===== src/rtl/audio_i2s_dac_tx.sv =====
// Codec-side I2S transmitter: waits for the codec to power up after INIT,
// then serialises one mono sample per frame onto both I2S channels.
// Handshake: INIT is a level request from the sequencer; INIT_FINISH is high
// while samples are being streamed; data_over is high during the left
// half-frame, which tells the sequencer that the current sample has been
// latched and it may present the next one.
module audio_i2s_dac_tx #(
  parameter int BCLK_DIV  = 4,
  parameter int SAMPLE_W  = 16,
  parameter int INIT_WAIT = 1000
) (
  input  logic                Clk,
  input  logic                Reset,
  input  logic                INIT,
  input  logic [SAMPLE_W-1:0] sample_in,
  output logic                INIT_FINISH,
  output logic                data_over,
  output logic                AUD_BCLK,
  output logic                AUD_DACLRCK,
  output logic                AUD_DACDAT,
  output logic [1:0]          dbg_state
);

  typedef enum logic [1:0] {
    ST_IDLE    = 2'd0,
    ST_WAIT_PU = 2'd1,
    ST_RUN     = 2'd2
  } state_t;

  localparam int DW = $clog2(BCLK_DIV);
  localparam int WW = $clog2(INIT_WAIT + 1);
  localparam logic [DW-1:0] DIV_LAST  = DW'(BCLK_DIV - 1);
  localparam logic [WW-1:0] WAIT_LAST = WW'(INIT_WAIT - 1);

  state_t               state_q, state_d;
  logic [WW-1:0]        wait_cnt_q, wait_cnt_d;
  logic [DW-1:0]        div_cnt_q, div_cnt_d;
  logic                 bclk_q, bclk_d;
  logic [5:0]           slot_q, slot_d;
  logic [SAMPLE_W-1:0]  shadow_q, shadow_d;
  logic                 lrck_q, lrck_d;
  logic                 dacdat_q, dacdat_d;
  logic                 data_over_q, data_over_d;
  logic                 init_finish_q, init_finish_d;

  // Next-state logic: power-up wait, then stream while INIT stays high.
  always_comb begin
    state_d = state_q;
    case (state_q)
      ST_IDLE: begin
        if (INIT) state_d = ST_WAIT_PU;
      end
      ST_WAIT_PU: begin
        if (!INIT)                        state_d = ST_IDLE;
        else if (wait_cnt_q == WAIT_LAST) state_d = ST_RUN;
      end
      ST_RUN: begin
        if (!INIT) state_d = ST_IDLE;
      end
      default: state_d = ST_IDLE;
    endcase
  end

  // Datapath: everything is computed from the next state so the registered
  // outputs line up with the state they describe; outside WAIT_PU/RUN all
  // counters and pins fall back to their reset values.
  always_comb begin
    logic [4:0]          pos;
    logic [SAMPLE_W-1:0] shifted;
    wait_cnt_d    = '0;
    div_cnt_d     = '0;
    bclk_d        = 1'b0;
    slot_d        = '0;
    shadow_d      = '0;
    lrck_d        = 1'b0;
    dacdat_d      = 1'b0;
    data_over_d   = 1'b0;
    init_finish_d = 1'b0;
    pos           = '0;
    shifted       = '0;

    if (state_d == ST_WAIT_PU && state_q == ST_WAIT_PU) begin
      wait_cnt_d = wait_cnt_q + 1'b1;
    end

    if (state_d == ST_RUN) begin
      if (state_q != ST_RUN) begin
        // First RUN cycle: slot 0, BCLK low, sample latched with no falling edge.
        shadow_d = sample_in;
      end else begin
        shadow_d  = shadow_q;
        slot_d    = slot_q;
        bclk_d    = bclk_q;
        lrck_d    = lrck_q;
        dacdat_d  = dacdat_q;
        div_cnt_d = (div_cnt_q == DIV_LAST) ? '0 : div_cnt_q + 1'b1;
        if (div_cnt_q == DIV_LAST) begin
          bclk_d = ~bclk_q;
          if (bclk_q) begin
            // Falling BCLK edge: next slot, word select and data bit change together.
            slot_d = slot_q + 6'd1;
            lrck_d = slot_d[5];
            if (slot_d == 6'd0) shadow_d = sample_in;
            // One-bit I2S delay: position 1 carries the MSB.
            pos      = slot_d[4:0];
            shifted  = shadow_q << (pos - 5'd1);
            dacdat_d = (pos != 5'd0) && (32'(pos) <= SAMPLE_W) ? shifted[SAMPLE_W-1] : 1'b0;
          end
        end
      end
      data_over_d   = ~slot_d[5];
      init_finish_d = 1'b1;
    end
  end

  // State and datapath registers with synchronous reset.
  always_ff @(posedge Clk) begin
    if (Reset) begin
      state_q       <= ST_IDLE;
      wait_cnt_q    <= '0;
      div_cnt_q     <= '0;
      bclk_q        <= 1'b0;
      slot_q        <= '0;
      shadow_q      <= '0;
      lrck_q        <= 1'b0;
      dacdat_q      <= 1'b0;
      data_over_q   <= 1'b0;
      init_finish_q <= 1'b0;
    end else begin
      state_q       <= state_d;
      wait_cnt_q    <= wait_cnt_d;
      div_cnt_q     <= div_cnt_d;
      bclk_q        <= bclk_d;
      slot_q        <= slot_d;
      shadow_q      <= shadow_d;
      lrck_q        <= lrck_d;
      dacdat_q      <= dacdat_d;
      data_over_q   <= data_over_d;
      init_finish_q <= init_finish_d;
    end
  end

  assign INIT_FINISH = init_finish_q;
  assign data_over   = data_over_q;
  assign AUD_BCLK    = bclk_q;
  assign AUD_DACLRCK = lrck_q;
  assign AUD_DACDAT  = dacdat_q;
  assign dbg_state   = state_q;

endmodule


===== config.mk =====
export PLATFORM = sky130hd
export DESIGN_NAME = audio_i2s_dac_tx
export DESIGN_NICKNAME = d
export VERILOG_FILES = /design/src/rtl/audio_i2s_dac_tx.sv
export SDC_FILE = /design/constraint.sdc
export NUM_CORES = 1
export LEC_CHECK = 0
export BUFFER_PORTS_ARGS = -buffer_cell sky130_fd_sc_hd__buf_2
export CAP_MARGIN = 20
export CORE_ASPECT_RATIO = 1.1
export CORE_MARGIN = 10
export CORE_UTILIZATION = 56
export DETAILED_ROUTE_END_ITERATION = 8
export GPL_TIMING_DRIVEN = 0
export PLACE_DENSITY = 0.82
export SYNTH_ARGS = -nofsm -noshare
export SYNTH_HDL_FRONTEND = slang
export SYNTH_SLANG_ARGS = --single-unit
export TNS_END_PERCENT = 10

===== constraint.sdc =====
create_clock -name Clk -period 2.5 [get_ports Clk]
set_input_delay 0.125 -clock Clk [delete_from_list [all_inputs] [get_ports Clk]]
set_output_delay 0.125 -clock Clk [all_outputs]
set_load 0.05 [all_outputs]

==> results.md, run 1 <==
- Top achievable clock speed: 0.4274 GHz
- Seq/Total Area, Yosys: 41.65%
- CTS tree: built
- DRT Pass-1 Iters: 4
- Pwr Density: 448.3 nW/um^2
- Root buf cell: clkbuf_4
- Final Wtd Congestion: 0.7848
- Cells after Synth: 210
- Final Cell Area: 2281 sq um
- DR WL/cell: 13.38 microns
- Slew headroom: 56.31%
- Crit path DAT: 2.57 ns
- Max FO, Critical Path: 10
- CP Launch Point: slot_q[0]
- Die width: 76.56 microns
- Cts hold-fix bufs: 7
- Nets: 272
- Reg2Reg Launch Point: slot_q[0]
- DRT antenna net count: 0
- Ys Warns: 0
- Post-synth top area share: 41.65%
- Final core occ: 67.92%
- Dpl cell area: 2156 sq um
- Setup TNS: 0 ns
- Max cap viols: 0
- Status: completed
- Post-placement cell count: 283
- DR DRC count: 0
- Endpoints failing hold: 0
- Largest cells by area after synthesis: dfxtp_1 (42%), mux2i_1 (8.1%), nor2_1 (6.5%)
- Die area: 6294 sq um
- Clock Latency Late Sink: 0.35 ns
- Largest net degree at the start of global routing: 14
- DP HPWL: 2.894 mm
- Initial antenna violation count: 0
- Post-route minimum period: 2.340 ns
- Proportion of layout cells with a drive suffix above 1: 20.80%
- Worst-Margin Slew: 0.6510 ns
- Clock input transition at the sequential cells of the worst setup and hold paths: 0.13 ns
- Clock Skew: 0.01481 ns
- 1st-iter DRT viols: 81
- Crit Path Class: reg2reg
- Vias in the first global route: 1572
- IO buf count: 25
- Gr ovfl total: 0
- Core ar.: 3358 sq um
- I/O pin count: 26
- Worst Hold Class: in2reg
- Die height: 82.22 microns
- Setup Fix Bufs, Post-CTS: 0
- Yosys cell types: 48
- Crit start category: flop
- Global-route wire length before repair: 6.955 mm
- Filler cells: 281
- RSZ-0062 raised after global routing: false
- DR vias: 1584
- Worst R2R End: shadow_q[2]
- Worst r2r path cells: 10
- Setup crit end: shadow_q[2]
- Fin crit share: 93.59%
- CTS H-tree lvls: 2
- Gr usage total: 13.43%
- DRT Wirelength: 3.986 mm
- Mapped Area: 1971 sq um
- Final hold slack: 0.01810 ns
- Leakage: 0.001007 uW
- Post-CTS resize count: 0
- Cell taking the most area after synthesis: dfxtp_1
- Layout Cells excl Fill: 298
- Leading cell type in the layout, fill and taps excluded: dfxtp_1
- Syn Nets: 233
- Seq cells post-synth: 41
- Antenna Cells: 0
- Area added between synthesis and finish: 15.75%
- Multi-input logic area: 1037 sq um
- Final setup viols: 0
- Initial Util: 58.68%
- Num CTS Buffers: 5
- Vias per cell: 5.315
- Clk buf depth: 2
- FP Rows: 22
- Reg2Reg Setup Slack: 0.16 ns
- Reg area: 820.8 sq um
- Fin. max-slew vios: 0
- TritonCTS Sinks: 41
- Worst Setup End Kind: flop
- VDD IR max: 0.4529 mV
- Mean Syn Cell Area: 9.384 sq um
- Worst EP required: 2.73 ns
- Commonest non-fill, non-tap cells in the layout: dfxtp_1 (41), nor2_1 (34), buf_2 (28)
where the power goes:
part	internal (uW)	total (uW)	switching, uW
combinational	24.7	42.4	17.7
sequential	654	656	1.54
clock	106	324	218
cell usage after synthesis (all sizes together):
cell	number
dfxtp	41
nor2	34
mux2i	16
nand2	13
nand3	10
a21oi	8
buf	8
nor3	8
xor2	8
o21ai	7
clkbuf	5
inv	5
and3	4
ha	4
mux4	4
nand2b	3
nor2b	3
or3	3
xnor2	3
a31oi	2
nand4	2
nor3b	2
a211o	1
a211oi	1
a21o	1
a22oi	1
a2bb2oi	1
a311oi	1
nand4b	1
nor4	1
nor4b	1
nor4bb	1
o21bai	1
o22ai	1
o311a	1
o31a	1
o31ai	1
o41ai	1
or4b	1
metal layers:
metal | vias to the layer above | global-route usage [%] | routed length (microns)
li1 | 816 | - | -
met1 | 732 | 15.02 | 1859
met2 | 29 | 23.21 | 1845
met3 | 7 | 4.644 | 205
met4 | 0 | 5.762 | 76
met5 | - | 0 | 0
worst min path at each step:
stage | startpoint | to | slack, ns | cells past startpoint
after floorplan | sample_in[0] | shadow_q[0] | 0.27 | 2
after global placement | sample_in[3] | shadow_q[3] | 0.36 | 3
after detailed placement | sample_in[8] | shadow_q[8] | 0.37 | 3
after CTS | sample_in[14] | shadow_q[14] | 0.003 | 3
after global routing | sample_in[15] | shadow_q[15] | 0.03 | 3
final | sample_in[12] | shadow_q[12] | 0.02 | 3
critical path: stages, from the launching register on:
cell	delay [ns]
dfxtp_1	0.39
ha_1	0.23
buf_6	0.13
and3_4	0.17
buf_6	0.12
nor3_2	0.10
a31oi_1	0.09
o31ai_4	0.48
buf_8	0.22
mux2i_1	0.21
nor2_1	0.06
final cells by class:
type                       instances  share of cell area, %
inverter                           5                 0.8228
tap                               48                  2.633
clock buffer                       5                  1.646
sequential                        41                  35.98
buffer                            13                  4.114
multi-input combinational        151                  45.47
clock inverter                     3                 0.7680
timing repair buffer              32                  8.557
metrics by stage:
| stage | setup slack [ns] | total power, uW |
|---|---|---|
| after floorplan | 0.4146 | 685.9 |
| after global placement | 0.2317 | 703.1 |
| after detailed placement | 0.2149 | 704.5 |
| after CTS | 0.1577 | 1036 |
| after global routing | 0.01654 | 1068 |
| final | 0.1603 | 1022 |
flip-flops by register name (all words and copies together), names as in the netlist:
name / cells
wait_cnt_q: 10
shadow_q: 16
div_cnt_q: 2
INIT_FINISH: 1
AUD_DACLRCK: 1
AUD_BCLK: 1
dbg_state: 2
slot_q: 6
AUD_DACDAT: 1
data_over: 1
kinds of logic (layout without fill, tap and decap cells):
logic type,count (synthesis),count (layout),share of synthesized area (%)
and+or+nand+nor,87,87,22.03
DFF,41,41,41.65
AOI/OAI and AO/OA,29,29,10.48
muxes,20,20,12.70
buffers and inverters,18,58,5.713
xor gates and xnor gates,11,11,4.889
adders and majority gates,4,4,2.540
No activity file was read; power rests on OpenSTA's default activity.
==> inputs of run 2 (changes only) <==
--- a/config.mk
+++ b/config.mk
@@ -6,5 +6,5 @@
 export NUM_CORES = 1
 export LEC_CHECK = 0
-export BUFFER_PORTS_ARGS = -buffer_cell sky130_fd_sc_hd__buf_2
+export BUFFER_PORTS_ARGS = -buffer_cell sky130_fd_sc_hd__buf_4
 export CAP_MARGIN = 20
 export CORE_ASPECT_RATIO = 1.1
==> constraint.sdc (replaced) <==
create_clock -name Clk -period 2.5 [get_ports Clk]
set_input_delay 0.125 -clock Clk [delete_from_list [all_inputs] [get_ports Clk]]
set_output_delay 0.125 -clock Clk [all_outputs]
set_load 0.02 [all_outputs]
==> run 2 against run 1 <==
Against the previous run: critical endpoint is now AUD_DACDAT; global-route usage shrank 0.42 points; clock power grew 40%; count of clock-buffer cells in the layout grew 2; largest power group unchanged; register-to-register slack gained 0.13 ns; sequential power is essentially flat.
==> results.md, run 2 (same netlist as run 1, synthesis figures left out) <==
- RSZ-0062 raised after global routing: false
- Reg2Reg Launch Point: slot_q[0]
- Endpoints failing hold: 0
- Post-CTS resize count: 0
- Global-route wire length before repair: 6.679 mm
- Hold path cells: 3
- Commonest non-fill, non-tap cells in the layout: dfxtp_1 (41), nor2_1 (34), buf_4 (28)
- IO buf count: 25
- Net switching power of the design: 231.4 uW
- Core ar.: 3358 sq um
- Reg with most FFs: shadow_q
- CTS H-tree lvls: 2
- Die area: 6294 sq um
- Gr ovfl total: 0
- Final Wtd Congestion: 0.8209
- Top achievable clock speed: 0.4532 GHz
- Largest net degree at the start of global routing: 13
- Dpl cell area: 2218 sq um
- Final core occ: 69.56%
- Final setup viols: 0
- Layout Cells excl Fill: 295
- Initial antenna violation count: 0
- Gr usage total: 13.01%
- Leading cell type in the layout, fill and taps excluded: dfxtp_1
- Sequential Power Share: 57.0%
- Crit path DAT: 2.43 ns
- Clock Latency Late Sink: 0.36 ns
- CTS tree: built
- Pwr Density: 492.9 nW/um^2
- Reg area: 820.8 sq um
- 1st-iter DRT viols: 135
- Leakage: 0.001024 uW
- Fin. max-slew vios: 0
- Post-placement cell count: 283
- VDD IR max: 0.3670 mV
- Die height: 82.22 microns
- Worst EP required: 2.72 ns
- Proportion of layout cells with a drive suffix above 1: 21.86%
- Clock power frac: 39.4%
- Final hold slack: 0.005312 ns
- Crit start category: flop
- DR vias: 1565
- Vias per cell: 5.305
- Slew headroom: 60.20%
- Clk buf depth: 2
- Vias in the first global route: 1520
- Internal power component: 920.1 uW
- Min-Delay Startpoint: sample_in[2]
- Max cap viols: 0
- Area added between synthesis and finish: 18.54%
- TritonCTS Sinks: 41
- Setup TNS: 0 ns
- Post-route minimum period: 2.207 ns
- Status: completed
- DRT Wirelength: 3.956 mm
- Reg2Reg Setup Slack: 0.29 ns
- Worst-Margin Slew: 0.5929 ns
- Crit Path Class: reg2reg
- Max reg flops: 16
- Worst Setup End Kind: flop
- Num CTS Buffers: 5
- Max FO, Critical Path: 8
- Filler cells: 290
- Worst r2r path cells: 7
- DR WL/cell: 13.41 microns
- Final Cell Area: 2336 sq um
- Antenna Cells: 0
- Initial Util: 58.68%
- DR DRC count: 0
- Clock input transition at the sequential cells of the worst setup and hold paths: 0.11 ns
- FP Rows: 22
- Worst R2R End: AUD_DACDAT
- Fin crit share: 88.27%
- Worst Hold Class: in2reg
- DRT Pass-1 Iters: 4
- Multi-input logic area: 1037 sq um
- Die width: 76.56 microns
- Clock Skew: 0.01065 ns
- I/O pin count: 26
- DRT antenna net count: 0
- CP Launch Point: slot_q[0]
- Sw frac: 20.10%
- DP HPWL: 2.875 mm
- Root buf cell: clkbuf_4
- Hold Path End: shadow_q[2]
- Nets: 269
- Biggest registers after layout: shadow_q: 16 flops, wait_cnt_q: 10 flops, slot_q: 6 flops
- Logic gate share of total power: 3.6%
==> run 2: worst max-delay path, cell delays in order (launching register included) <==
cell and delay, ns:
dfxtp_1 0.39, ha_1 0.29, clkbuf_1 0.39, mux4_2 0.57, nand2_1 0.09, nor3_1 0.05
nor3_1 0.19, o22ai_1 0.11
==> run 2: worst max path at each step <==
stage	to	slack, ns	cells after the start
after global routing	AUD_DACDAT	0.09	8
final	AUD_DACDAT	0.29	7
after detailed placement	shadow_q[4]	0.20	10
after global placement	shadow_q[0]	0.23	10
after CTS	shadow_q[4]	0.16	10
after floorplan	shadow_q[12]	0.41	10
==> run 2: repair_timing <==
action	in CTS	in global routing
setup endpoints to repair	0	1
hold buffers	1	0
hold endpoints to repair	1	0
buffers inserted	0	3
==> run 2: power by group through the flow <==
stage          clock network, uW  logic (uW)  registers [uW]
6_report                     454        41.6             656
4_1_cts                      462        41.7             656
3_5_place_dp                   0        40.3             671
5_1_grt                      489        46.3             657
2_1_floorplan                  0        12.5             671
3_3_place_gp                   0        38.8             671
==> run 2: per-stage QoR <==
step | power [uW] | setup slack [ns]
2_1_floorplan | 684.0 | 0.4146
3_3_place_gp | 709.5 | 0.2313
3_5_place_dp | 711.1 | 0.1954
4_1_cts | 1160 | 0.1555
5_1_grt | 1192 | 0.08751
6_report | 1151 | 0.2933
==> run 2: final cells by class <==
cell class	count	share of cell area [%]
buffer	13	4.017
timing repair buffer	29	9.427
inverter	5	0.8034
multi-input combinational	151	44.40
tap	48	2.571
sequential	41	35.14
clock inverter	1	1.285
clock buffer	7	2.357
==> run 2: per-layer routing <==
metal  GRT usage (%)  vias to the layer above  part of all wire (%)
li1                -                      811                     -
met1           15.58                      711                    48
met2           21.34                       33                    45
met3           4.320                       10                   4.1
met4           5.390                        0                   2.5
met5               0                        -                     0
==> inputs of run 3 (changes only) <==
--- a/config.mk
+++ b/config.mk
@@ -12,5 +12,4 @@
 export CORE_UTILIZATION = 56
 export DETAILED_ROUTE_END_ITERATION = 8
-export GPL_TIMING_DRIVEN = 0
 export PLACE_DENSITY = 0.82
 export SYNTH_ARGS = -nofsm -noshare
==> constraint.sdc (replaced) <==
create_clock -name Clk -period 2.5 [get_ports Clk]
set_input_delay 0.25 -clock Clk [delete_from_list [all_inputs] [get_ports Clk]]
set_output_delay 0.25 -clock Clk [all_outputs]
set_load 0.02 [all_outputs]
==> run 3 against run 2 <==
Against the previous run: sequential power about the same; worst hold slack improved by 0.11 ns; sequential share of layout area up 1.9 points; count of clock-buffer cells in the layout did not move; maximum frequency is 4.4% lower; sequential cell count unchanged; clock power shrank 27%; total power decreased by 11%; register-to-register slack worse by 0.10 ns; utilization decreased by 3.5 points; critical path depth stayed put; largest power group unchanged; wire length is 2.1% lower.
==> results.md, run 3 (same netlist as run 1, synthesis figures left out) <==
- Status: completed
- Max reg flops: 16
- Final Wtd Congestion: 0.8423
- Crit start category: flop
- Sequential Power Share: 63.8%
- RSZ-0062 raised after global routing: false
- DRT antenna net count: 0
- Proportion of layout cells with a drive suffix above 1: 20.09%
- Antenna Cells: 0
- DR DRC count: 0
- CTS H-tree lvls: 2
- DP HPWL: 2.869 mm
- 1st-iter DRT viols: 62
- GR met2 Demand/Resource: 21.34%
- Setup Fix Bufs, Post-CTS: 0
- Met3 capacity usage during global routing: 4.968%
- Clock Skew: 0.004536 ns
- Hold path cells: 3
- Fin crit share: 92.31%
- CP max-delay cell: dfxtp_1
- Vias per cell: 5.514
- DR vias: 1555
- Dpl cell area: 2162 sq um
- Clock power frac: 32.4%
- Nets: 257
- I/O pin count: 26
- DRT Pass-1 Iters: 4
- Worst-Margin Slew: 0.4422 ns
- Post-placement cell count: 275
- Endpoints failing hold: 0
- Biggest registers after layout: shadow_q: 16 flops, wait_cnt_q: 10 flops, slot_q: 6 flops
- GR peak layer: met2
- Reg2Reg Setup Slack: 0.19 ns
- Layout Cells excl Fill: 282
- Filler cells: 296
- Pwr Density: 463.9 nW/um^2
- Num CTS Buffers: 5
- Worst Setup End Kind: flop
- Reg area: 820.8 sq um
- Commonest non-fill, non-tap cells in the layout: dfxtp_1 (41), nor2_1 (34), buf_4 (30)
- Clock input transition at the sequential cells of the worst setup and hold paths: 0.11 ns
- Top achievable clock speed: 0.4333 GHz
- Vias in the first global route: 1525
- Crit-path max cell delay: 0.55 ns
- Die area: 6294 sq um
- Post-CTS resize count: 0
- Cts hold-fix bufs: 0
- Reg with most FFs: shadow_q
- IO buf count: 25
- DRT Wirelength: 3.872 mm
- Final Cell Area: 2217 sq um
- Crit path DAT: 2.55 ns
- Die height: 82.22 microns
- Initial antenna violation count: 0
- CP dominant cell by count: nor3_1
- Die width: 76.56 microns
- Fin. max-slew vios: 0
- Max FO, Critical Path: 11
- Crit-path cells: ha_1, nor4bb_1, a31oi_1, o21bai_1, nor3_1, nor3_1, o22ai_1
- FP Rows: 22
- Area added between synthesis and finish: 12.51%
- Setup TNS: 0 ns
- Leading cell type in the layout, fill and taps excluded: dfxtp_1
- Root buf cell: clkbuf_4
- Final setup viols: 0
- Max cap viols: 0
- DR WL/cell: 13.73 microns
- Crit Path Class: reg2reg
- Global-route wire length before repair: 6.679 mm
- Multi-input logic area: 1037 sq um
- TritonCTS Sinks: 41
- Slew headroom: 70.48%
- Leakage: 0.0009606 uW
- Clk buf depth: 2
- VDD IR max: 0.3008 mV
- Clock Latency Late Sink: 0.35 ns
- Net switching power of the design: 216.0 uW
- Gr usage total: 12.95%
- Global routing met1 resource utilization: 15.34%
- Logic gate share of total power: 3.8%
- Worst r2r path cells: 7
- Post-route minimum period: 2.308 ns
- Worst Hold Class: in2reg
- CTS tree: built
- Sw frac: 21.00%
- Core ar.: 3358 sq um
- Initial Util: 58.68%
- Gr ovfl total: 0
- Largest net degree at the start of global routing: 18
- Internal power component: 812.6 uW
- Worst EP required: 2.74 ns
[run 3: cell type report]
type / count / area share, %
Clock buffer: 7 / 2.483
Sequential cell: 41 / 37.02
Tap cell: 48 / 2.709
Inverter: 5 / 0.8465
Multi-Input combinational cell: 151 / 46.78
Timing Repair Buffer: 30 / 10.16
[run 3: routing by layer]
| metal | wire, microns | up-vias |
|---|---|---|
| met2 | 1762 | 34 |
| met1 | 1889 | 732 |
| met4 | 41 | 0 |
| met3 | 179 | 4 |
| met5 | 0 | - |
| li1 | - | 785 |
[run 3: power by group through the flow]
stage | registers, uW | clock network, uW | logic, uW
3_5_place_dp | 671 | 0 | 39.8
2_1_floorplan | 671 | 0 | 12.5
4_1_cts | 656 | 343 | 39.8
6_report | 656 | 333 | 39.4
5_1_grt | 657 | 378 | 43.6
3_3_place_gp | 671 | 0 | 38.4
[run 3: worst paths after layout]
check	start	to
hold / removal	sample_in[13]	shadow_q[13]
hold reg to reg	div_cnt_q[0]	div_cnt_q[0]
setup / recovery	slot_q[1]	AUD_DACDAT
setup reg to reg	slot_q[1]	AUD_DACDAT
[run 3: per-stage QoR]
| stage | util (%) | total power (uW) | setup slack (ns) | hold slack [ns] |
|---|---|---|---|---|
| finish | 66.02 | 1029 | 0.1922 | 0.1191 |
| global route | 66.02 | 1078 | 0.02675 | 0.1185 |
| CTS | 66.02 | 1039 | 0.1968 | 0.1182 |
| detailed placement | 64.38 | 710.7 | 0.2168 | 0.4320 |
| global placement | 64.38 | 709.0 | 0.3322 | 0.4150 |
| floorplan | - | 684.0 | 0.4146 | 0.3969 |
[run 3: worst max-delay path, delay by kind of cell, from the launching register on]
| family | cells | cell delay (ns) |
|---|---|---|
| fa+ha+maj | 1 | 0.44 |
| simple gates | 3 | 0.68 |
| compound gates | 3 | 0.52 |
| flops | 1 | 0.55 |
